$ cat src/rtl/keypad_scan_ctrl.sv
`default_nettype none
// keypad_scan_ctrl: 4x3 keypad row scanner with frame-level debounce, key-code FIFO and CPU interrupt.
// Define KEYPAD_REPEAT_EN to build the auto-repeat logic for held keys.
module keypad_scan_ctrl #(
  parameter int SCAN_DIV       = 50000,
  parameter int DEBOUNCE_SCANS = 4,
  parameter int FIFO_DEPTH     = 4,
  parameter int REPEAT_DELAY   = 64,
  parameter int REPEAT_RATE    = 16
) (
  input  logic       clk,
  input  logic       rst_n,
  input  logic [2:0] col,
  output logic [3:0] row,
  input  logic       rd_en,
  output logic [7:0] key_data,
  output logic       key_valid,
  output logic       interrupt,
  output logic       overflow
);

  localparam int SW = (SCAN_DIV > 1) ? $clog2(SCAN_DIV) : 1;
  localparam logic [SW-1:0] STEP_LAST = SW'(SCAN_DIV - 1);
  localparam int DW = $clog2(DEBOUNCE_SCANS + 1);
  localparam logic [DW-1:0] DB_LAST = DW'(DEBOUNCE_SCANS);
  localparam int AW = $clog2(FIFO_DEPTH);
  localparam int CW = AW + 1;
  localparam logic [CW-1:0] FIFO_FULL = CW'(FIFO_DEPTH);

  if (SCAN_DIV < 4 || DEBOUNCE_SCANS < 1 || FIFO_DEPTH < 2 ||
      (FIFO_DEPTH & (FIFO_DEPTH - 1)) != 0 || REPEAT_DELAY < 1 || REPEAT_RATE < 1) begin : g_bad_params
    $error("keypad_scan_ctrl: illegal parameter value");
  end

  typedef enum logic [1:0] {IDLE = 2'd0, CAND = 2'd1, PRESSED = 2'd2} db_state_t;

  logic [2:0]    col_meta, col_sync;
  logic [SW-1:0] step_cnt;
  logic [1:0]    row_idx;
  logic          step_last, frame_end, frame_single;
  logic [1:0]    hits_acc, hits_next, samp_hits, col_idx;
  logic [2:0]    hits_total;
  logic [3:0]    code_acc, samp_code, frame_code;

  db_state_t     state, state_nx;
  logic [3:0]    cand, cand_nx;
  logic [DW-1:0] cnt, cnt_nx, rel, rel_nx;
  logic          accept_nx, rep_push, push_pend;

  logic [7:0]    mem [FIFO_DEPTH];
  logic [AW-1:0] wr_ptr, rd_ptr, rd_ptr_nx;
  logic [CW-1:0] count, count_nx;
  logic          do_push, do_pop, drop;
  logic [7:0]    head_nx;

  function automatic logic [3:0] encode(input logic [1:0] r, input logic [1:0] c);
    logic [3:0] code;
    if (r != 2'd3) begin
      code = 4'(r) * 4'd3 + 4'(c) + 4'd1;
    end else begin
      case (c)
        2'd0:    code = 4'hA;
        2'd1:    code = 4'h0;
        default: code = 4'hB;
      endcase
    end
    return code;
  endfunction

  always_ff @(posedge clk or negedge rst_n) begin
    if (!rst_n) begin
      col_meta <= 3'b000;
      col_sync <= 3'b000;
    end else begin
      col_meta <= col;
      col_sync <= col_meta;
    end
  end

  assign step_last = (step_cnt == STEP_LAST);
  assign frame_end = step_last && (row_idx == 2'd3);

  always_ff @(posedge clk or negedge rst_n) begin
    if (!rst_n) begin
      step_cnt <= '0;
      row_idx  <= 2'd0;
      row      <= 4'b0001;
    end else if (step_last) begin
      step_cnt <= '0;
      row_idx  <= row_idx + 2'd1;
      row      <= {row[2:0], row[3]};
    end else begin
      step_cnt <= step_cnt + 1'b1;
    end
  end

  // Whole-frame view: saturating hit count plus the code of the last single hit seen.
  always_comb begin
    samp_hits    = 2'(col_sync[0]) + 2'(col_sync[1]) + 2'(col_sync[2]);
    col_idx      = col_sync[2] ? 2'd2 : (col_sync[1] ? 2'd1 : 2'd0);
    samp_code    = encode(row_idx, col_idx);
    hits_total   = {1'b0, hits_acc} + {1'b0, samp_hits};
    hits_next    = (hits_total >= 3'd2) ? 2'd2 : hits_total[1:0];
    frame_code   = (samp_hits == 2'd1) ? samp_code : code_acc;
    frame_single = frame_end && (hits_total == 3'd1);
  end

  always_ff @(posedge clk or negedge rst_n) begin
    if (!rst_n) begin
      hits_acc <= 2'd0;
      code_acc <= 4'h0;
    end else if (frame_end) begin
      hits_acc <= 2'd0;
      code_acc <= 4'h0;
    end else if (step_last) begin
      hits_acc <= hits_next;
      code_acc <= frame_code;
    end
  end

  always_ff @(posedge clk or negedge rst_n) begin
    if (!rst_n) begin
      state     <= IDLE;
      cand      <= 4'h0;
      cnt       <= '0;
      rel       <= '0;
      push_pend <= 1'b0;
    end else begin
      state     <= state_nx;
      cand      <= cand_nx;
      cnt       <= cnt_nx;
      rel       <= rel_nx;
      push_pend <= accept_nx | rep_push;
    end
  end

  always_comb begin
    state_nx  = state;
    cand_nx   = cand;
    cnt_nx    = cnt;
    rel_nx    = rel;
    accept_nx = 1'b0;
    if (frame_end) begin
      unique case (state)
        IDLE: begin
          if (frame_single) begin
            cand_nx = frame_code;
            cnt_nx  = DW'(1);
            rel_nx  = '0;
            if (DEBOUNCE_SCANS == 1) begin
              state_nx  = PRESSED;
              accept_nx = 1'b1;
            end else begin
              state_nx = CAND;
            end
          end
        end
        CAND: begin
          if (frame_single && frame_code == cand) begin
            if (cnt + 1'b1 == DB_LAST) begin
              state_nx  = PRESSED;
              accept_nx = 1'b1;
              rel_nx    = '0;
            end else begin
              cnt_nx = cnt + 1'b1;
            end
          end else if (frame_single) begin
            cand_nx = frame_code;
            cnt_nx  = DW'(1);
          end else begin
            state_nx = IDLE;
          end
        end
        PRESSED: begin
          // A different key only counts toward release; it is never accepted from here.
          if (frame_single && frame_code == cand) begin
            rel_nx = '0;
          end else if (rel + 1'b1 == DB_LAST) begin
            state_nx = IDLE;
            rel_nx   = '0;
          end else begin
            rel_nx = rel + 1'b1;
          end
        end
        default: state_nx = IDLE;
      endcase
    end
  end

`ifdef KEYPAD_REPEAT_EN
  localparam int RW = $clog2(((REPEAT_DELAY > REPEAT_RATE) ? REPEAT_DELAY : REPEAT_RATE) + 1);
  logic [RW-1:0] rep_cnt, rep_thr;
  logic          rep_phase, held;

  assign held     = frame_end && (state == PRESSED) && frame_single && (frame_code == cand);
  assign rep_thr  = rep_phase ? RW'(REPEAT_RATE) : RW'(REPEAT_DELAY);
  assign rep_push = held && (rep_cnt + 1'b1 == rep_thr);

  always_ff @(posedge clk or negedge rst_n) begin
    if (!rst_n) begin
      rep_cnt   <= '0;
      rep_phase <= 1'b0;
    end else if (frame_end) begin
      if (rep_push) begin
        rep_cnt   <= '0;
        rep_phase <= 1'b1;
      end else if (held) begin
        rep_cnt <= rep_cnt + 1'b1;
      end else begin
        rep_cnt   <= '0;
        rep_phase <= 1'b0;
      end
    end
  end
`else
  assign rep_push = 1'b0;
`endif

  assign do_pop  = rd_en && (count != '0);
  assign do_push = push_pend && ((count != FIFO_FULL) || do_pop);
  assign drop    = push_pend && (count == FIFO_FULL) && !do_pop;

  // Head is computed from the post-update FIFO so key_data tracks pops and first pushes immediately.
  always_comb begin
    count_nx  = count;
    if (do_push && !do_pop) count_nx = count + 1'b1;
    else if (!do_push && do_pop) count_nx = count - 1'b1;
    rd_ptr_nx = do_pop ? rd_ptr + 1'b1 : rd_ptr;
    if (count_nx == '0) head_nx = 8'h00;
    else if (count == '0 || (do_pop && count == CW'(1))) head_nx = {4'h0, cand};
    else head_nx = mem[rd_ptr_nx];
  end

  always_ff @(posedge clk) begin
    if (do_push) mem[wr_ptr] <= {4'h0, cand};
  end

  always_ff @(posedge clk or negedge rst_n) begin
    if (!rst_n) begin
      wr_ptr    <= '0;
      rd_ptr    <= '0;
      count     <= '0;
      key_data  <= 8'h00;
      key_valid <= 1'b0;
      interrupt <= 1'b0;
      overflow  <= 1'b0;
    end else begin
      if (do_push) wr_ptr <= wr_ptr + 1'b1;
      rd_ptr    <= rd_ptr_nx;
      count     <= count_nx;
      key_data  <= head_nx;
      key_valid <= (count_nx != '0);
      interrupt <= (count_nx != '0) && (!key_valid || do_pop) && !interrupt;
      if (do_pop) overflow <= 1'b0;
      else if (drop) overflow <= 1'b1;
    end
  end

endmodule
`default_nettype wire
$ cat config.mk
export PLATFORM = sky130hd
export DESIGN_NAME = keypad_scan_ctrl
export DESIGN_NICKNAME = d
export VERILOG_FILES = /design/src/rtl/keypad_scan_ctrl.sv
export SDC_FILE = /design/constraint.sdc
export NUM_CORES = 1
export LEC_CHECK = 0
export ABC_CLOCK_PERIOD_IN_PS = 3350
export CAP_MARGIN = 0
export CORE_ASPECT_RATIO = 1.75
export CORE_MARGIN = 5
export CORE_UTILIZATION = 35
export CTS_BUF_LIST = sky130_fd_sc_hd__clkbuf_2
export DETAILED_ROUTE_END_ITERATION = 12
export SYNTH_ARGS = -nofsm -noshare
export SYNTH_HDL_FRONTEND = slang
export SYNTH_SLANG_ARGS = --single-unit
$ cat constraint.sdc
create_clock -name clk -period 3.35 [get_ports clk]
set_input_delay 0.67 -clock clk [delete_from_list [all_inputs] [get_ports clk]]
set_output_delay 0.67 -clock clk [all_outputs]
set_load 0.01 [all_outputs]
==> results.txt <==
Max-slew headroom at the worst pin - 49.5%
Layout cells sized above 1 - 11.1%
Largest family of logic cells by synthesized area - simple AND/OR/NAND/NOR gates
Synthesized-area fraction occupied by xor and xnor cells - 4.62%
Simple-gate portion of the synthesized area - 17.1%
Post-Route Setup TNS - 0 ns
Type of element launching the critical path - flop
DRC marker count from the first detailed-route iteration - 101
Type of the worst min-delay path - in2async
Total Nets Final - 411
Leak pwr - 0.00194 uW
Crit path kind - reg2reg
EDFF count, synth - 16
Final Instance Area - 0.00439 mm^2
Num rows - 51
Vias after detailed routing - 2668
Count of maximum capacitance violations - 0
Area Overhead vs Synth - 10.9%
Largest fanout on the critical path - 10
Number of sinks handled by clock tree synthesis - 77
Half-perimeter wire length after placement - 5470 um
GRT Util Overall - 11.6%
Routed length per instance - 14.1 um
Wire length of the first global-routing pass - 12700 um
Number of endpoints with negative hold slack in the final report - 0
Portion of the post-synthesis area used by sequential elements - 50.8%
Clock tree from TritonCTS - built
Leading register cell type out of synthesis - sky130_fd_sc_hd__dfrtp_1
First-pass detailed-route iteration total - 4
Required time reported for the critical path endpoint - 3.77 ns
Routability Congestion - 0.747
Number of nets with antenna violations after routing - 0
Delay contributed by the slowest stage of the critical path - 0.45 ns
Core outline area - 0.0111 mm^2
Multiplexer share of the synthesized area - 5.25%
Cell occurring most often along the worst timing path - sky130_fd_sc_hd__inv_1
Worst-margin pin slew - 0.756 ns
Worst Clk Skew - 0.0494 ns
Count of buffers inserted at the top-level ports - 16
Global route total overflow - 0
Setup repair after global routing missed its margin - false
Post-synth cell types - 59
Total Wirelength - 7370 um
Final cycle utilization of the critical path - 93.8%
Worst Setup End Kind - flop
Cell with the largest stage delay on the worst path - sky130_fd_sc_hd__dfrtp_1
Maximum buffer depth of the clock tree - 2
Number of global-route vias before repair - 2757
Maximum level of the CTS H-tree - 3
Die Area - 0.0136 mm^2
Library cell used as clock root buffer - sky130_fd_sc_hd__clkbuf_2
I/O pin count - 21
Proportion of synthesized flip-flops having asynchronous set or reset - 79.2%
Most common cell after layout, fill and taps aside - sky130_fd_sc_hd__dfrtp_1
Pwr Density - 439 mW/mm^2
Average cell area after synthesis - 11.0 um^2
Pin count of the biggest net entering global routing - 36
Total number of yosys warnings - 0
Antenna violations before repair - 1
Outcome - finished clean
Worst hold margin - 0.0776 ns
Finish-stage setup viols - 0
Die height - 151 um
Final Critical Period - 3.14 ns
Clock-pin slew on the worst setup and hold paths - 0.23 ns
Cell area reported after detailed placement - 0.00424 mm^2
Final Slew Violations - 0
Post-detailed-route via-to-cell ratio - 5.12
Number of storage elements in the synthesis netlist - 77
Post-synthesis instance area - 0.00396 mm^2
Synthesized instance count - 361
Remaining DRCs - 0
Clock network latency to the later pin of the worst-skew pair - 0.56 ns
Area fraction in compound gates after synthesis - 10.4%
Adder-cell area share of the yosys netlist - 7.72%
Top library cells by usage in the layout, fill and taps aside - sky130_fd_sc_hd__dfrtp_1 (60), sky130_fd_sc_hd__nand2_1 (44), sky130_fd_sc_hd__inv_1 (25)
Maximum ir drop on the vdd rail - 0.000261 V
Number of buffers added by the clock tree synthesis step - 9
Horiz. Die Dim - 90.4 um
Cell-by-cell listing of the critical path - inv_1 -> fa_1 -> inv_1 -> ha_1 -> a211oi_2 -> a2111oi_1 -> nor4_2 -> o2111ai_4 -> o31ai_4 -> mux2_4
FMAX - 0.318 GHz
Data arrival at the endpoint of the critical path - 3.56 ns
Effective utilization at floorplan - 35.6%
cell usage after synthesis, drive strengths merged, types with 7 or more instances:
master	instances	share of area [%]
dfrtp	60	38
a21oi	7	0.89
mux2i	8	2.0
and2	7	1.1
xnor2	11	2.4
nor3	13	1.6
inv	25	2.4
nand2b	8	1.3
ha	18	5.7
xor2	9	2.2
edfxtp	16	12
nand2	44	4.2
nand3	12	1.5
nor2	24	2.3
o21ai	20	2.5
through the flow:
stage          setup slack (ns)  total power, uW  utilization [%]  cells
5_1_grt                  0.0381             2050             39.5    521
3_5_place_dp              0.117             1430             38.2    503
6_report                  0.208             1930             39.5    521
2_1_floorplan             0.370             1330                -    364
4_1_cts                  0.0778             1960             39.2    519
3_3_place_gp              0.233             1420             38.2    503
cell families after synthesis:
logic type / Yosys count
flops: 77
buf+inv: 37
compound gates: 56
simple gates: 133
mux: 15
xor+xnor: 20
other cells: 1
fa+ha+maj: 22
flip-flops by register name, indices dropped and copies added (netlist names), 4 cells and up:
name	flops
cand	4
code_acc	4
mem	16
key_data	4
step_cnt	16
row	4
area by class of cell:
type | count | area [um^2]
multi-input cells | 250 | 1820
fillers | 1093 | 6720
well taps | 132 | 165
flip-flops and latches | 77 | 2010
inverters | 25 | 93.8
repair buffers | 20 | 185
clock inverters | 5 | 60.1
diodes | 1 | 2.50
clock buffers | 11 | 55.1
where the power goes:
group,internal [uW],leakage [uW],switching (uW)
registers,999,0.000980,37.7
logic,153,0.000892,219
clock network,181,0.0000725,339
routing by layer:
layer,share of wire (%),wire length [um],GRT usage [%]
met1,40,2910,11.8
met2,55,4040,22.1
met3,3.2,238,3.05
met4,2.4,175,4.69
met5,0,0,0
worst max-delay path: cells and delay by family, from the launching register on:
family	cells	cell delay, ns
AOI/OAI and AO/OA	4	1.02
and+or+nand+nor	1	0.39
DFF	1	0.45
muxes	1	0.32
buffers and inverters	2	0.15
adders and majority gates	2	0.70
path summary, 6_finish.rpt:
path,from,cells after the start,slack (ns),to
worst min register to register,col_meta[1]$_DFF_PN0_,0,0.38,col_sync[1]$_DFF_PN0_
max in group asynchronous,rst_n,2,2.34,rel[1]$_DFFE_PN0P_
min in group clk,col_meta[1]$_DFF_PN0_,0,0.38,col_sync[1]$_DFF_PN0_
worst max register to register,row_idx[0]$_DFFE_PN0N_,10,0.21,rel[1]$_DFFE_PN0P_
worst min-delay path,rst_n,1,0.08,count[0]$_DFF_PN0_
worst max-delay path,row_idx[0]$_DFFE_PN0N_,10,0.21,rel[1]$_DFFE_PN0P_
timing repair:
| action | 4_1_cts | 5_1_grt |
|---|---|---|
| gates resized for setup | 0 | 4 |
| endpoints found under the setup margin | 0 | 2 |
| setup buffers | 0 | 1 |
| hold buffers | 0 | 0 |
(Power assumes the default switching activity.)
==> RTL edit 1, RTL diff (config.mk and constraints unchanged) <==
Re-encode `db_state_t` (3 states) as one-hot, 3 bits wide.
--- a/src/rtl/keypad_scan_ctrl.sv
+++ b/src/rtl/keypad_scan_ctrl.sv
@@ -32,7 +32,7 @@
     $error("keypad_scan_ctrl: illegal parameter value");
   end
 
-  typedef enum logic [1:0] {IDLE = 2'd0, CAND = 2'd1, PRESSED = 2'd2} db_state_t;
+  typedef enum logic [2:0] {IDLE = 3'b001, CAND = 3'b010, PRESSED = 3'b100} db_state_t;
 
   logic [2:0]    col_meta, col_sync;
   logic [SW-1:0] step_cnt;
Function: no difference found for any inputs over 10 cycles, from zero or initial values and one cycle with rst_n low; not proved beyond that.
==> RTL edit 1 against the unedited design <==
- power increased by 2.9%
- hold slack improved by 58 ps
- global-route usage decreased by 0.055 points
- sequential cell count is 1 higher
- wire length decreased by 2.8%
- setup slack worse by 75 ps
- area after synthesis fell by 0.22%
- core utilization rose by 0.71 points
- design area is 1.8% higher
==> RTL edit 1: results (changes against the unedited design) <==
- Sequential-to-total area share from yosys stat: 0.516 (+0.00779)
- CTS buffer count: 9 (unchanged)
- Layout net count: 411 (unchanged)
- Final Wtd Congestion: 0.825 (+10%)
- RR Endpoint: cand[3]
- Worst-path fanout max: 6 (-4)
- First-pass GRT wire length: 12.6 mm (-0.65%)
- Layout filler cell count: 1,115 (+2.0%)
- Clock skew after layout: 33.1 ps (-16.3 ps)
- Largest net degree at the start of global routing: 34 (-5.6%)
- 1st-iter DRT viols: 93 (-7.9%)
- Final WL: 7.16 mm (-2.8%)
- Reg clk slew, reported paths: 250 ps (+20 ps)
- CP max stage delay: 540 ps (+90 ps)
- Peak VDD IR: 374 µV (+43%)
- Overall Global Routing Usage: 0.115 (-0.000553)
- Vias: 2,621 (-1.8%)
- Most used DFF post-synth: dfrtp_1
- Ys Warns: 0 (unchanged)
- Status: finished, final reports clean
- Number of global-route vias before repair: 2,743 (-0.51%)
- Worst Reg-to-Reg Cells: 11 (+1)
- Max stage delay cell, worst path: fa_1
- Hold Slack: 136 ps (+57.9 ps)
- R2R setup slack: 130 ps (-70 ps)
- Worst slew pin tran: 701 ps (-54.5 ps)
- Async S/R FF share, synth: 0.795 (+0.00266)
- Fraction of layout cells with a size suffix above 1: 0.126 (+0.0155)
- Post-synth top cells: dfrtp_1 (60), nand2_1 (43), nor2_1 (26), inv_1 (23), ha_1 (18)
- HPWL reported at the end of detailed placement: 5.22 mm (-4.6%)
- Leak pwr: 2.02 nW (+4.0%)
- Post-synth cell types: 60 (+1.7%)
- Top cells by area, synth: dfrtp_1 (38%), edfxtp_1 (12%), ha_1 (5.7%)
[RTL edit 1: changes by cell type in the layout (fill, tap and decap cells not counted), moves of 4 or more]
cell / unedited run / this run
nor2b_1: 1 / 6
buf_4: 4 / 11
nor3_1: 11 / 4
o21ai_0: 19 / 14
nand2b_1: 8 / 4
xor2_1: 8 / 14
[RTL edit 1: metrics by stage]
| stage | cells | cell area [µm²] |
|---|---|---|
| floorplan | 356 | 3960 |
| global placement | 499 | 4280 |
| detailed placement | 499 | 4280 |
| CTS | 515 | 4410 |
| global route | 521 | 4470 |
| finish | 521 | 4470 |
[RTL edit 1: report_power, final]
group	internal [mW]	leakage, nW	switching [mW]	total [mW]
clock network	0.183	0.0748	0.362	0.545
logic	0.178	0.955	0.220	0.398
registers	1.01	0.991	0.0302	1.04
total	1.37	2.02	0.612	1.98
[RTL edit 1: cell families after synthesis]
kind of cell / share of synthesized area
simple gates: 0.181
flops: 0.516
fa+ha+maj: 0.0774
compound gates: 0.0907
mux: 0.0438
other cells: 0.000950
buf+inv: 0.0377
xor+xnor: 0.0533
[RTL edit 1: cell type report]
cell class              instances  area [µm²]  area share
flip-flops and latches         78        2030       0.456
multi-input cells             243        1790       0.402
repair buffers                 28         258      0.0577
well taps                     132         165      0.0370
inverters                      23        86.3      0.0193
clock inverters                 7        80.1      0.0179
clock buffers                   9        45.0      0.0101
diodes                          1        2.50    0.000560
[RTL edit 1: worst max path at each step]
stage / startpoint / to / slack, ps / cells after the start
global route: row_idx[0] / cnt[0] / -4 / 11
CTS: row_idx[0] / cnt[2] / 50 / 11
floorplan: row_idx[0] / cand[3] / 320 / 10
global placement: row_idx[0] / cnt[1] / 170 / 11
finish: row_idx[0] / cand[3] / 130 / 11
detailed placement: row_idx[0] / cnt[2] / 140 / 11
[RTL edit 1: repair_timing]
action | 4_1_cts | 5_1_grt
buffers inserted | 0 | 5
endpoints found under the setup margin | 0 | 8
resized for setup | 0 | 3
[RTL edit 1: metal layers]
metal  share of wire  up-vias  global-route usage  routed length, µm
met4           0.019        0              0.0425                138
met3           0.035        8              0.0325                251
li1                -     1274                   -                  -
met5               0        -                   0                  0
met2            0.56       41               0.216               3990
met1            0.39     1298               0.121               2780
==> RTL edit 2, RTL diff (config.mk and constraints unchanged) <==
Without the edit above. `DEBOUNCE_SCANS`: 4 -> 2.
--- a/src/rtl/keypad_scan_ctrl.sv
+++ b/src/rtl/keypad_scan_ctrl.sv
@@ -3,7 +3,7 @@
 // Define KEYPAD_REPEAT_EN to build the auto-repeat logic for held keys.
 module keypad_scan_ctrl #(
   parameter int SCAN_DIV       = 50000,
-  parameter int DEBOUNCE_SCANS = 4,
+  parameter int DEBOUNCE_SCANS = 2,
   parameter int FIFO_DEPTH     = 4,
   parameter int REPEAT_DELAY   = 64,
   parameter int REPEAT_RATE    = 16
Formal check against the unedited RTL: no difference found for any inputs over 10 cycles, from zero or initial values and one cycle with rst_n low; that may be too few to reach the edited logic, so the function may still have changed.
==> RTL edit 2 against the unedited design <==
- core utilization fell by 0.16 points
- via count fell by 3.2%
- sequential cell count down 2
- power is 5.6% higher
- area after synthesis shrank 4.5%
- design area shrank 4.6%
- sequential share of layout area rose by 1.0 points
- wire length shrank 5.8%
- setup slack better by 79 ps
- fmax grew 2.6%
- critical path type unchanged
- largest power group unchanged
==> RTL edit 2: results (changes against the unedited design) <==
- Worst skew pair latency: 510 ps (-50 ps)
- Via density: 5.07 (-0.90%)
- R2R setup slack: 290 ps (+80 ps)
- DR pass1 iterations: 4 (unchanged)
- Largest net degree at the start of global routing: 45 (+25%)
- CP arrival: 3500 ps (-60 ps)
- Worst slew pin tran: 1000 ps (+245 ps)
- Reg clk slew, reported paths: 200 ps (-30 ps)
- First-pass GRT wire length: 12.3 mm (-3.1%)
- Peak VDD IR: 273 µV (+4.7%)
- RR Endpoint: cand[0]
- Clock skew after layout: 19.0 ps (-30.4 ps)
- Sequential-to-total area share from yosys stat: 0.519 (+0.0108)
- HPWL reported at the end of detailed placement: 5.22 mm (-4.5%)
- DP Area: 0.00407 mm² (-4.0%)
- Status: finished, final reports clean
- Number of global-route vias before repair: 2,720 (-1.3%)
- Worst-path fanout max: 7 (-3)
- Overall Global Routing Usage: 0.120 (+0.00361)
- Fraction of layout cells with a size suffix above 1: 0.0818 (-0.0290)
- Final Wtd Congestion: 0.773 (+3.5%)
- Critical R2R Launch: col_sync[0]
- Initial antenna violation count: 0 (-1)
- Top cells by area, synth: dfrtp_1 (38%), edfxtp_1 (13%), ha_1 (5.0%)
- Final WL: 6.94 mm (-5.8%)
- Share of the synthesized area in the top cell type: 0.384 (+0.00473)
- Ys Warns: 0 (unchanged)
- Diodes inserted: 0 (-1)
- 1st-iter DRT viols: 86 (-15%)
- Layout net count: 399 (-2.9%)
==> RTL edit 2: cell count changes in the layout (fill, tap and decap cells not counted), sizes merged, moves of 5 or more <==
| cell | delta |
|---|---|
| o22ai | +5 |
| nor3 | -6 |
| a211oi | +7 |
| nand2b | -6 |
| nor2 | -8 |
| nor2b | +6 |
| nand2 | +5 |
| mux2i | +6 |
==> RTL edit 2: where the power goes <==
| part | leakage (nW) | internal [mW] | switching [mW] |
|---|---|---|---|
| logic | 0.848 | 0.227 | 0.282 |
| registers | 0.948 | 0.996 | 0.0508 |
| clock network | 0.0691 | 0.169 | 0.311 |
==> RTL edit 2: worst min-delay path by stage <==
| stage | from | end | cells after the start |
|---|---|---|---|
| finish | rst_n | rd_ptr[0] | 1 |
| global route | rst_n | rd_ptr[0] | 1 |
| CTS | rst_n | rd_ptr[0] | 1 |
| detailed placement | col_meta[0] | col_sync[0] | 0 |
| global placement | col_meta[1] | col_sync[1] | 0 |
| floorplan | col_meta[0] | col_sync[0] | 0 |
==> RTL edit 2: metrics by stage <==
| step | setup slack (ps) | cells | util |
|---|---|---|---|
| after global placement | 287 | 493 | 0.383 |
| after CTS | 188 | 509 | 0.393 |
| after detailed placement | 197 | 493 | 0.383 |
| after global routing | 66.7 | 509 | 0.394 |
| final | 286 | 509 | 0.394 |
| after floorplan | 457 | 357 | - |
==> RTL edit 2: kinds of logic (layout without fill, tap and decap cells) <==
group,after synthesis,after routing,synth area share
mux,15,15,0.0401
buf+inv,40,62,0.0437
flops,75,75,0.519
simple gates,126,126,0.176
xor+xnor,18,18,0.0417
compound gates,60,60,0.108
fa+ha+maj,19,19,0.0709
other cells,1,4,0.000993
==> RTL edit 2: area by class of cell <==
type	count	area [µm²]
Fill cell	1062	6450
Timing Repair Buffer	21	193
Sequential cell	75	1960
Clock buffer	10	50.0
Tap cell	130	163
Inverter	25	93.8
Clock inverter	6	56.3
Multi-Input combinational cell	242	1670
==> RTL edit 2: what timing repair did <==
action                                 4_1_cts  5_1_grt
gates resized for setup                      0        1
setup endpoints to repair                    0        2
endpoints found under the hold margin        0        0
==> RTL edit 2: critical path: stages (launching register included) <==
cell and delay (ps):
dfrtp_1 430, fa_1 650, ha_1 180, inv_1 40
fa_1 490, and3_1 270, nand2_1 160, nor2_1 200
nand2_1 140, a21o_1 210, a22o_1 220
==> RTL edit 2: routing by layer <==
layer | routed length (µm) | track usage | up-vias | part of all wire
li1 | - | - | 1268 | -
met1 | 2650 | 0.121 | 1264 | 0.38
met2 | 3920 | 0.227 | 34 | 0.57
met3 | 220 | 0.0262 | 17 | 0.032
met4 | 146 | 0.0492 | 0 | 0.021
met5 | 0 | 0 | - | 0
